**config.mk**
```make
export PLATFORM = sky130hd
export DESIGN_NAME = powlib_mfifo_arb
export DESIGN_NICKNAME = d
export VERILOG_FILES = /design/src/rtl/powlib_mfifo_arb.sv
export SDC_FILE = /design/constraint.sdc
export NUM_CORES = 2
export LEC_CHECK = 0
export BUFFER_PORTS_ARGS = -buffer_cell sky130_fd_sc_hd__buf_2
export CORE_MARGIN = 1.5
export CORE_UTILIZATION = 66
export DETAILED_ROUTE_END_ITERATION = 7
export PLACE_DENSITY_LB_ADDON = 0.12
export SLEW_MARGIN = 20
export SYNTH_ARGS = -nofsm -noshare
export SYNTH_HDL_FRONTEND = slang
export SYNTH_SLANG_ARGS = --single-unit
export TNS_END_PERCENT = 10
```
**constraint.sdc**
```tcl
create_clock -name clk -period 11.71 [get_ports clk]
set_input_delay 1.7565 -clock clk [delete_from_list [all_inputs] [get_ports clk]]
set_output_delay 1.7565 -clock clk [all_outputs]
set_load 0.01 [all_outputs]
```
**src/rtl/powlib_mfifo_arb.sv**
```systemverilog
// powlib_mfifo_arb: N-channel buffered stream merger.
// Every input channel has its own depth-D FIFO. A round-robin arbiter drains
// those FIFOs into one registered output beat, tagged with the source channel.
// Optional packet lock: define POWLIB_MFIFO_ARB_LOCK_EN to keep the grant on a
// channel until that channel's beat with last=1 has been popped.
//
// state  | meaning
// IDLE   | output register empty
// STREAM | output register holds a beat, grants rotate per beat
// LOCK   | output register holds a beat of a packet that is still open (lock build only)
module powlib_mfifo_arb #(
  parameter int    W  = 32,
  parameter int    D  = 16,
  parameter int    N  = 3,
  parameter string ID = "MFIFO_ARB",
  localparam int   CW = (N > 1) ? $clog2(N) : 1,
  localparam int   AW = $clog2(D)
) (
  input  logic           clk,
  input  logic           rst,
  input  logic [N*W-1:0] wrdata,
  input  logic [N-1:0]   wrvld,
  input  logic [N-1:0]   wrlast,
  output logic [N-1:0]   wrrdy,
  output logic [W-1:0]   rddata,
  output logic [CW-1:0]  rdch,
  output logic           rdlast,
  output logic           rdvld,
  input  logic           rdrdy
);

`ifdef POWLIB_MFIFO_ARB_LOCK_EN
  typedef enum logic [1:0] {IDLE, STREAM, LOCK} state_t;
`else
  typedef enum logic [1:0] {IDLE, STREAM} state_t;
`endif

  logic [W:0]    mem_q [N][D];
  logic [AW:0]   cnt_q [N];
  logic [AW:0]   cnt_d [N];
  logic [AW-1:0] wptr_q [N];
  logic [AW-1:0] wptr_d [N];
  logic [AW-1:0] rptr_q [N];
  logic [AW-1:0] rptr_d [N];
  logic [N-1:0]  wr_dly_q, wr_dly_d;
  logic [CW-1:0] gptr_q, gptr_d;
  state_t        state_q, state_d;
  logic [W-1:0]  rddata_q, rddata_d;
  logic [CW-1:0] rdch_q, rdch_d;
  logic          rdlast_q, rdlast_d;
`ifdef POWLIB_MFIFO_ARB_LOCK_EN
  logic          lock_q, lock_d;
  logic [CW-1:0] lock_ch_q, lock_ch_d;
`endif

  logic [N-1:0]  push, pop, avail;
  logic          load, sel_vld;
  logic [CW-1:0] sel;
  logic [W:0]    sel_word;
  int            idx;

  // Per-channel handshake and eligibility. A beat only becomes eligible one
  // cycle after it lands, which gives the two-edge push-to-output latency.
  always_comb begin
    for (int c = 0; c < N; c++) begin
      wrrdy[c] = (cnt_q[c] != (AW+1)'(D));
      push[c]  = wrvld[c] && wrrdy[c];
      avail[c] = (cnt_q[c] > {{AW{1'b0}}, wr_dly_q[c]});
    end
  end

  // Round-robin search starting after the last granted channel.
  always_comb begin
    sel_vld = 1'b0;
    sel     = '0;
    idx     = 0;
    for (int k = 1; k <= N; k++) begin
      idx = (int'(gptr_q) + k) % N;
`ifdef POWLIB_MFIFO_ARB_LOCK_EN
      if (!sel_vld && avail[idx] && (!lock_q || (lock_ch_q == CW'(idx)))) begin
`else
      if (!sel_vld && avail[idx]) begin
`endif
        sel_vld = 1'b1;
        sel     = CW'(idx);
      end
    end
    sel_word = mem_q[sel][rptr_q[sel]];
  end

  // FIFO pointer and count updates.
  always_comb begin
    load     = (state_q == IDLE) || rdrdy;
    wr_dly_d = push;
    for (int c = 0; c < N; c++) begin
      pop[c]    = load && sel_vld && (sel == CW'(c));
      wptr_d[c] = wptr_q[c] + AW'(push[c]);
      rptr_d[c] = rptr_q[c] + AW'(pop[c]);
      cnt_d[c]  = cnt_q[c];
      if (push[c] && !pop[c]) cnt_d[c] = cnt_q[c] + 1'b1;
      if (pop[c] && !push[c]) cnt_d[c] = cnt_q[c] - 1'b1;
    end
  end

  // Arbiter FSM and output register next-state.
  always_comb begin
    state_d  = state_q;
    gptr_d   = gptr_q;
    rddata_d = rddata_q;
    rdch_d   = rdch_q;
    rdlast_d = rdlast_q;
`ifdef POWLIB_MFIFO_ARB_LOCK_EN
    lock_d    = lock_q;
    lock_ch_d = lock_ch_q;
`endif
    if (load) begin
      if (sel_vld) begin
        rddata_d = sel_word[W-1:0];
        rdlast_d = sel_word[W];
        rdch_d   = sel;
        gptr_d   = sel;
        state_d  = STREAM;
`ifdef POWLIB_MFIFO_ARB_LOCK_EN
        lock_d    = !sel_word[W];
        lock_ch_d = sel;
        if (!sel_word[W]) state_d = LOCK;
`endif
      end else begin
        state_d = IDLE;
      end
    end
  end

  // Payload storage; contents are don't-care until counted, so no reset.
  always_ff @(posedge clk) begin
    for (int c = 0; c < N; c++) begin
      if (push[c]) mem_q[c][wptr_q[c]] <= {wrlast[c], wrdata[c*W +: W]};
    end
  end

  // Control state registers.
  always_ff @(posedge clk or negedge rst) begin
    if (!rst) begin
      for (int c = 0; c < N; c++) begin
        cnt_q[c]  <= '0;
        wptr_q[c] <= '0;
        rptr_q[c] <= '0;
      end
      wr_dly_q <= '0;
      gptr_q   <= CW'(N-1);
      state_q  <= IDLE;
      rddata_q <= '0;
      rdch_q   <= '0;
      rdlast_q <= 1'b0;
`ifdef POWLIB_MFIFO_ARB_LOCK_EN
      lock_q    <= 1'b0;
      lock_ch_q <= '0;
`endif
    end else begin
      for (int c = 0; c < N; c++) begin
        cnt_q[c]  <= cnt_d[c];
        wptr_q[c] <= wptr_d[c];
        rptr_q[c] <= rptr_d[c];
      end
      wr_dly_q <= wr_dly_d;
      gptr_q   <= gptr_d;
      state_q  <= state_d;
      rddata_q <= rddata_d;
      rdch_q   <= rdch_d;
      rdlast_q <= rdlast_d;
`ifdef POWLIB_MFIFO_ARB_LOCK_EN
      lock_q    <= lock_d;
      lock_ch_q <= lock_ch_d;
`endif
    end
  end

  assign rddata = rddata_q;
  assign rdch   = rdch_q;
  assign rdlast = rdlast_q;
  assign rdvld  = (state_q != IDLE);

endmodule

```
==> qor.yml <==
grt:
  grt_usage_pct: 39.9
  antenna_found_initial: 7
  grt_max_degree: 159
  grt-ovfl-total: 0
  grt_pass1_vias: 40600
  grt_first_pass_wirelength_mm: 285
clock_network:
  clk_pin_slew_worst_paths_ns: 0.06
  insertion_delay_ns: 0.77
  cts_sinks: 1663
  cts_made_buffers: 161
  holdBufCountCts: 0
  postCtsSetupBuffers: 0
  cts_tree: "done"
  cts_max_path_buffers: 3
  cts_max_level: 4
  clock-root-buffer: "clkbuf_16"
  ctsResizeCount: 0
worst_hold_path:
  hold_path.class: "register to register"
timing:
  period_share_pct: 48.5
  relSlewSlack_pct: 21.2
  finalSetupViolCount: 0
  rsz0062_at_grt: "no"
  fmax_ghz: 0.176
  hold_ws_ns: 0.478
  timing.final.ws_setup_ns: 6.03
  worst_slew_pin_slew_ns: 1.18
  min_period_ns: 5.68
  drv_slew: 0
  finalHoldViolCount: 0
  finClkSkew_ns: 0.0232
  fin_tns_setup_ns: 0
drt:
  vias_per_cell: 7.28
  post-route-drc-count: 0
  wl_per_cell_um: 35.5
  firstDrtPassIters: 8
  num_vias: 41600
  routed_wirelength_mm: 203
  ant_nets: 0
  drtIter0Drc: 6675
critical_path:
  cp_max_fo: 69
  worstSetupEndpointType: "register"
  worstPathRequired_ns: 12.38
  crit_type: "register to register"
  start_kind: "register"
  critPathArrivalTime_ns: 6.34
floorplan:
  dieWidth_um: 320
  die_y_um: 320
  rows: 116
  start_util_pct: 66.5
  ios: 144
  coreArea_mm2: 0.0999
  die_area_mm2: 0.103
synth:
  yosysWarnings: 0
  synth.top_cell.area_share_pct: 71.6
  yosys_register_bits: 1663
  synthCells: 4151
  yosys_most_used_dff: "edfxtp_1"
  synth_cell_types: 68
  synth_edf_count: 1584
  ys_seq_area_share_pct: 74.6
  synth_largest_area_cell: "edfxtp_1"
  netlist_area_mm2: 0.0664
  synth_nets: 4288
  synth.area.top_cells: "edfxtp_1 72%, mux2i_1 4.0%, mux2_2 3.9%"
  async_flop_share_pct: 4.75
  syn_avg_cell_area_um2: 16.0
placed_design:
  io_buffers: 143
  preCtsSetupSlack_ns: 6.21
  dp.cells: 5402
  dp_hpwl_mm: 101
  routabilityCongestion: 0.830
final_layout:
  finalNonFillerCells: 5708
  drive_above_1_share_pct: 18.6
  area_growth_pct: 11.7
  fin_nets: 4406
power:
  ir_drop_v: 0.000495
  powerDensity_mw_per_mm2: 309
  power_leakage_uw: 0.0247
status:
  status: "finished, final reports clean"
job:
  cap_viol_max_count: 0
flip-flops by register name, summed over array words and instances (netlist names):
signal    count
state_q       1
wr_dly_q      3
rddata       32
mem_q      1584
rdlast        1
gptr_q        2
wptr_q       12
cnt_q        15
rptr_q       12
rdch          1
power breakdown:
group / internal, uW / leakage (uW) / total, uW / switching, uW
logic: 3010 / 0.00688 / 10000 / 7030
registers: 7260 / 0.0152 / 7670 / 413
clock network: 2980 / 0.00257 / 5180 / 2200
total: 13200 / 0.0247 / 22900 / 9650
final timing paths:
| check | startpoint | end | slack [ns] | cells after the start |
|---|---|---|---|---|
| worst min register to register | rptr_q[7] | rptr_q[7] | 0.48 | 1 |
| min in group asynchronous | rst | rddata[7] | 1.05 | 1 |
| worst max-delay path | cnt_q[10] | rddata[6] | 6.03 | 14 |
| worst max register to register | cnt_q[10] | rddata[6] | 6.03 | 14 |
| max in group asynchronous | rst | rptr_q[1] | 9.17 | 2 |
| worst min-delay path | rptr_q[7] | rptr_q[7] | 0.48 | 1 |
cells in the mapped netlist, drive strengths merged (6+ instances only):
library cell,n
nor2b,34
xnor2,12
buf,63
or3,6
mux2,233
nor2,84
edfxtp,1584
o2bb2ai,34
a211oi,103
a21oi,205
xor2,15
a31oi,133
a2111oi,66
nand2b,7
o32ai,33
mux2i,264
nand3,13
a22oi,34
nand2,415
nor3,16
o21ai,107
clkbuf,225
a311oi,66
inv,46
ha,29
o22ai,34
o211ai,67
o41ai,34
dfrtp,78
o21a,32
o2111ai,33
a21o,11
kinds of logic (layout without fill, tap and decap cells):
| logic type | after synthesis | in the layout | synth area share, % |
|---|---|---|---|
| AOI/OAI and AO/OA | 1002 | 1002 | 10.6 |
| adders and majority gates | 33 | 33 | 0.652 |
| xor gates and xnor gates | 27 | 27 | 0.356 |
| other | 0 | 7 | 0 |
| buffers and inverters | 334 | 586 | 2.04 |
| DFF | 1663 | 1663 | 74.6 |
| muxes | 499 | 499 | 7.99 |
| and+or+nand+nor | 593 | 593 | 3.79 |
area by class of cell:
type	count	area, um^2
tap	1298	1620
antenna	7	17.5
inverter	46	173
timing repair buffer	243	1540
clock inverter	75	768
sequential	1663	49600
multi-input combinational	2154	16000
fill	5885	25700
clock buffer	222	4490
worst max-delay path: stages, from the launching register on:
cell and delay, ns:
dfrtp_1 0.42, inv_1 0.08, ha_1 0.28, o21ba_2 0.21, a311oi_4 0.10, buf_4 0.39
nor4_4 0.35, buf_4 0.72, buf_4 0.62, a211oi_2 0.22, or3_2 0.79, buf_4 0.46
a2111oi_2 0.42, a211oi_1 0.11, a311oi_1 0.31
placed cells by master, fill, tap and decap left out, types with 7 or more instances in the layout:
cell type / instances
a2111oi_0: 47
clkinv_2: 23
a21oi_1: 205
nor2_1: 47
mux2i_1: 264
o21ai_0: 104
edfxtp_1: 1584
nor2b_1: 33
o2111ai_1: 33
nor2_4: 37
clkbuf_16: 165
clkbuf_8: 15
a311oi_1: 65
nand2_1: 412
o2bb2ai_1: 33
nor3_2: 14
mux2_2: 233
bufinv_16: 13
a211oi_1: 100
o22ai_1: 34
a31oi_1: 132
xor2_1: 15
dfrtp_1: 74
nand3_1: 13
o41ai_1: 34
inv_1: 46
diode_2: 7
buf_4: 95
buf_2: 142
o32ai_1: 33
o21a_1: 32
o211ai_1: 67
a21o_1: 9
a22oi_1: 33
clkbuf_1: 42
clkinv_1: 23
a2111oi_2: 19
xnor2_1: 12
nand2b_1: 7
ha_1: 29
stage by stage:
stage	util, %	power, uW	instance area, um^2
final	74.3	22900	74200
after global routing	74.3	23500	74200
after CTS	74.2	22600	74100
after detailed placement	69.0	17400	68900
after global placement	68.9	17200	68800
after floorplan	-	13800	66400
routing by layer:
metal	share of wire [%]	GRT usage, %
met5	0.0074	0
met3	14	10.8
met1	34	50.9
met4	6.4	23.4
met2	46	62.0
Power figures use the tool's default switching activity.
